--- src/rtl/fir_out_stage.sv ---
// fir_out_stage: converts FIR datapath results to OUT_W-bit samples
// (right shift, optional round-half-up, unsigned saturation), queues them
// in a DEPTH-entry FIFO and delivers them over a valid/ready handshake.
// A sticky overflow flag records strobes dropped while the FIFO was full.
// Build option: define FIR_OUT_ROUND_EN to add 1<<(SHIFT-1) before the shift.
module fir_out_stage #(
    parameter int IN_W  = 18,
    parameter int OUT_W = 8,
    parameter int SHIFT = 10,
    parameter int DEPTH = 4
) (
    input  logic                       ph1,
    input  logic                       reset,
    input  logic [IN_W-1:0]            yIn,
    input  logic                       yStrobe,
    input  logic                       outReady,
    input  logic                       clearOvf,
    output logic                       outValid,
    output logic [OUT_W-1:0]           outData,
    output logic                       outSat,
    output logic                       overflow,
    output logic [$clog2(DEPTH+1)-1:0] count
);

    localparam int CNT_W = $clog2(DEPTH + 1);
    localparam int PTR_W = $clog2(DEPTH);

    localparam logic [CNT_W-1:0] FULL_CNT = CNT_W'(DEPTH);
    localparam logic [CNT_W-1:0] CNT_ONE  = CNT_W'(1);
    localparam logic [PTR_W-1:0] PTR_ONE  = PTR_W'(1);

`ifdef FIR_OUT_ROUND_EN
    localparam logic [IN_W:0] RND = {{IN_W{1'b0}}, 1'b1} << (SHIFT - 1);
`else
    localparam logic [IN_W:0] RND = '0;
`endif

    // Storage holds {sat, data}
    logic [OUT_W:0]     mem [DEPTH];
    logic [PTR_W-1:0]   wr_ptr;
    logic [PTR_W-1:0]   rd_ptr;
    logic [PTR_W-1:0]   rd_ptr_next;
    logic [CNT_W-1:0]   count_next;

    logic [IN_W:0]      v;
    logic [IN_W:0]      v_sh;
    logic               conv_sat;
    logic [OUT_W-1:0]   conv_data;

    logic               full;
    logic               push;
    logic               pop;
    logic [OUT_W:0]     head_next;

    // Sample conversion: add rounding constant, shift, saturate on any high bit
    always_comb begin
        v         = {1'b0, yIn} + RND;
        v_sh      = v >> SHIFT;
        conv_sat  = |(v_sh >> OUT_W);
        conv_data = conv_sat ? '1 : v_sh[OUT_W-1:0];
    end

    // Handshake decode and next-state for pointers, count and head entry
    always_comb begin
        full        = (count == FULL_CNT);
        pop         = outValid && outReady;
        push        = yStrobe && (!full || pop);
        rd_ptr_next = pop ? rd_ptr + PTR_ONE : rd_ptr;

        count_next = count;
        if (push && !pop)
            count_next = count + CNT_ONE;
        else if (pop && !push)
            count_next = count - CNT_ONE;

        // Head is registered, so when the next read slot is the one being
        // written this edge, bypass the incoming sample instead of reading mem.
        if (count_next == '0)
            head_next = '0;
        else if (push && (rd_ptr_next == wr_ptr))
            head_next = {conv_sat, conv_data};
        else
            head_next = mem[rd_ptr_next];
    end

    // Control state and registered outputs
    always_ff @(posedge ph1 or negedge reset) begin
        if (!reset) begin
            wr_ptr   <= '0;
            rd_ptr   <= '0;
            count    <= '0;
            outValid <= 1'b0;
            outData  <= '0;
            outSat   <= 1'b0;
            overflow <= 1'b0;
        end else begin
            if (push)
                wr_ptr <= wr_ptr + PTR_ONE;
            rd_ptr   <= rd_ptr_next;
            count    <= count_next;
            outValid <= (count_next != '0);
            outSat   <= head_next[OUT_W];
            outData  <= head_next[OUT_W-1:0];
            if (yStrobe && full && !pop)
                overflow <= 1'b1;
            else if (clearOvf)
                overflow <= 1'b0;
        end
    end

    // FIFO storage write; contents need no reset
    always_ff @(posedge ph1) begin
        if (push)
            mem[wr_ptr] <= {conv_sat, conv_data};
    end

endmodule
--- config.mk ---
export PLATFORM = sky130hd
export DESIGN_NAME = fir_out_stage
export DESIGN_NICKNAME = d
export VERILOG_FILES = /design/src/rtl/fir_out_stage.sv
export SDC_FILE = /design/constraint.sdc
export NUM_CORES = 1
export LEC_CHECK = 0
export ABC_AREA = 1
export BUFFER_PORTS_ARGS = -buffer_cell sky130_fd_sc_hd__buf_2
export CAP_MARGIN = 15
export CORE_ASPECT_RATIO = 1.4
export CORE_MARGIN = 5
export CORE_UTILIZATION = 45
export DETAILED_ROUTE_END_ITERATION = 16
export PLACE_DENSITY = 0.77
export SYNTH_ARGS = -nofsm -noshare
export SYNTH_HDL_FRONTEND = slang
export SYNTH_SLANG_ARGS = --single-unit
--- constraint.sdc ---
create_clock -name ph1 -period 2.9 [get_ports ph1]
set_input_delay 0.58 -clock ph1 [delete_from_list [all_inputs] [get_ports ph1]]
set_output_delay 0.58 -clock ph1 [all_outputs]
set_load 0.1 [all_outputs]
==> results.toml <==
[run_status]
status = "complete, no violations"

[cells_and_area]
fillCellCount = 457
multiInputGateArea_um2 = 820
layout_commonest_cell = "nand2_1"
drive_gt1_share_pct = 26.0
instances_no_fill = 324
nets = 287
area.sequential_um2 = 1390
final_cell_mix = "nand2_1 (51), nand3_1 (45), edfxtp_1 (32)"
area_growth_pct = 12.5
antenna_cells = 0

[route]
wl_met1_mm = 1.67
drt-wirelength-per-cell_um = 12.8
wl_mm = 4.16
via_count = 1585
met2_length_mm = 2.17
drc = 0
first_iter_violations = 72
ant_nets = 0
wl_met3_um = 239
drt_first_pass_iters = 5
drt-vias-per-instance = 4.89
top_layer = "met4"

[critical_path]
crit_chain = "nand3_2 > nand2_4 > nand2_2 > nand2_4 > nor2_8 > nand2_4 > nand2_1 > nand2_1 > nor2_2"
cp_max_fo = 20
crit_family = "simple AND/OR/NAND/NOR gates"
cp_data_arrival_time_ns = 2.10
critPathBufInv = 0
crit_required_ns = 3.09
critPathCaptureType = "register"
cpMaxStageDelayCell = "dfrtp_1"
path_class = "reg -> reg"
critPathLaunchType = "register"
critPathMaxStageDelay_ns = 0.45
crit_top_cell = "nand2_4"

[sta]
fin_crit_sh_pct = 65.9
skew_ns = 0.00668
rsz0062_at_grt = "no"
fmaxAchievable_ghz = 0.524
final-setup-viol-count = 0
setup-tns-final_ns = 0
min_period_ns = 1.91
hold_viol_final = 0
slew_violations = 0

[global_routing]
grt_util_all_layers_pct = 13.3
gr-total-overflow = 0
grt_pass1_wl_mm = 7.04
grt_max_degree = 21
grt_pass1_vias = 1592
antenna_found_initial = 0

[floorplan]
die_h_um = 95.5
core.rowCount = 31
die_width_um = 71.0
dieArea_um2 = 6780
pin_count = 37
initial_core_util_pct = 45.8
core_area_um2 = 5120

[clocking]
clk_path_buf_depth = 2
cts-root-buf = "clkbuf_8"
cts_tree = "built"
htree_levels = 2
clock_latency_ns = 0.30
clkTransAtPathRegs_ns = 0.08
cts_inserted_buffers = 5
cts.sinks = 49
ctsHoldBuffers = 0
postCtsSetupRepairBufs = 0
cts_resized = 0

[worst_hold_path]
hold_class = "in -> async"

[place]
io_buffers = 25
dp_cells = 316
dp_hpwl_mm = 2.99
place_congestion = 0.813

[logic_synthesis]
syn_area_um2 = 2350
ys_types = 25
syn_nets = 256
netlist_instances = 226
ys_warn_count = 0
ys_seq_area_share_pct = 59.1
ys_ff_latch = 49
syn-mean-instance-area_um2 = 10.4

[run]
cap_violations = 0
==> worst register-to-register path, cell delays in order (launching register included) <==
cell and delay, ns:
dfrtp_1 0.45, nand3_2 0.41, nand2_4 0.39, nand2_2 0.10
nand2_4 0.09, nor2_8 0.06, nand2_4 0.14, nand2_1 0.06
nand2_1 0.08, nor2_2 0.03
==> final cells by class <==
cell class	instances	share of cell area, %
sequential	49	52.5
multi-input combinational	143	31.0
timing repair buffer	29	5.87
inverter	29	4.22
tap	66	3.13
clock buffer	6	2.75
clock inverter	2	0.521
==> flip-flops by register name (all words and copies together), names as in the netlist <==
| name | count |
|---|---|
| mem | 32 |
| outData | 8 |
| count | 3 |
| rd_ptr | 2 |
| wr_ptr | 2 |
| outValid | 1 |
| overflow | 1 |
==> cell usage after synthesis <==
cell	count	area, µm²
nand3_1	45	225
conb_1	1	3.75
nor2_2	8	50.1
nand2_2	7	43.8
xnor2_1	1	8.76
clkinv_2	2	10.0
a21oi_1	1	5.00
o21ai_1	1	5.00
nand2_1	51	191
xor2_1	2	17.5
buf_4	2	15.0
nand3_2	2	20.0
nor2_1	5	18.8
buf_2	3	15.0
edfxtp_1	32	961
o21ai_2	1	8.76
inv_1	24	90.1
nand4_1	2	12.5
o32ai_1	1	8.76
inv_2	3	11.3
dfrtp_1	17	425
o21ai_4	1	16.3
ha_1	7	87.6
nand2_4	5	56.3
nor2_8	2	40.0
==> final timing paths <==
path,start,to,slack [ns],depth (start not counted)
min reg2reg,overflow$_DFFE_PN0P_,overflow$_DFFE_PN0P_,0.53,2
max,outValid$_DFF_PN0_,outData[1]$_DFF_PN0_,0.99,9
min in group ph1,clearOvf,overflow$_DFFE_PN0P_,0.47,2
min,reset,overflow$_DFFE_PN0P_,0.19,1
max in group asynchronous,reset,outData[0]$_DFF_PN0_,2.44,1
max reg2reg,outValid$_DFF_PN0_,outData[1]$_DFF_PN0_,0.99,9
==> layer usage <==
metal | vias up | global-route usage [%]
met2 | 54 | 24.9
met5 | - | 0
met1 | 726 | 15.0
met4 | 0 | 5.49
met3 | 7 | 1.90
li1 | 798 | -
==> per-stage QoR <==
stage	utilization (%)	instance area, µm²	hold WS (ns)	worst slack, ns
after floorplan	-	2350	0.284	0.537
after global placement	49.9	2550	0.508	0.754
after detailed placement	49.9	2550	0.521	0.734
after CTS	51.6	2640	0.196	0.988
after global routing	51.6	2640	0.220	0.837
final	51.6	2640	0.189	0.990
==> cell families after synthesis <==
kind of cell,count (synthesis),share of synthesized area [%]
flops,49,59.1
other cells,1,0.160
xor+xnor,3,1.12
compound gates,5,1.87
buf+inv,34,6.02
fa+ha+maj,7,3.73
simple gates,127,28.0
Power is left out: the tool's default activity adds up to more than one toggle a clock period on the data nets, which glitch-free logic cannot reach.
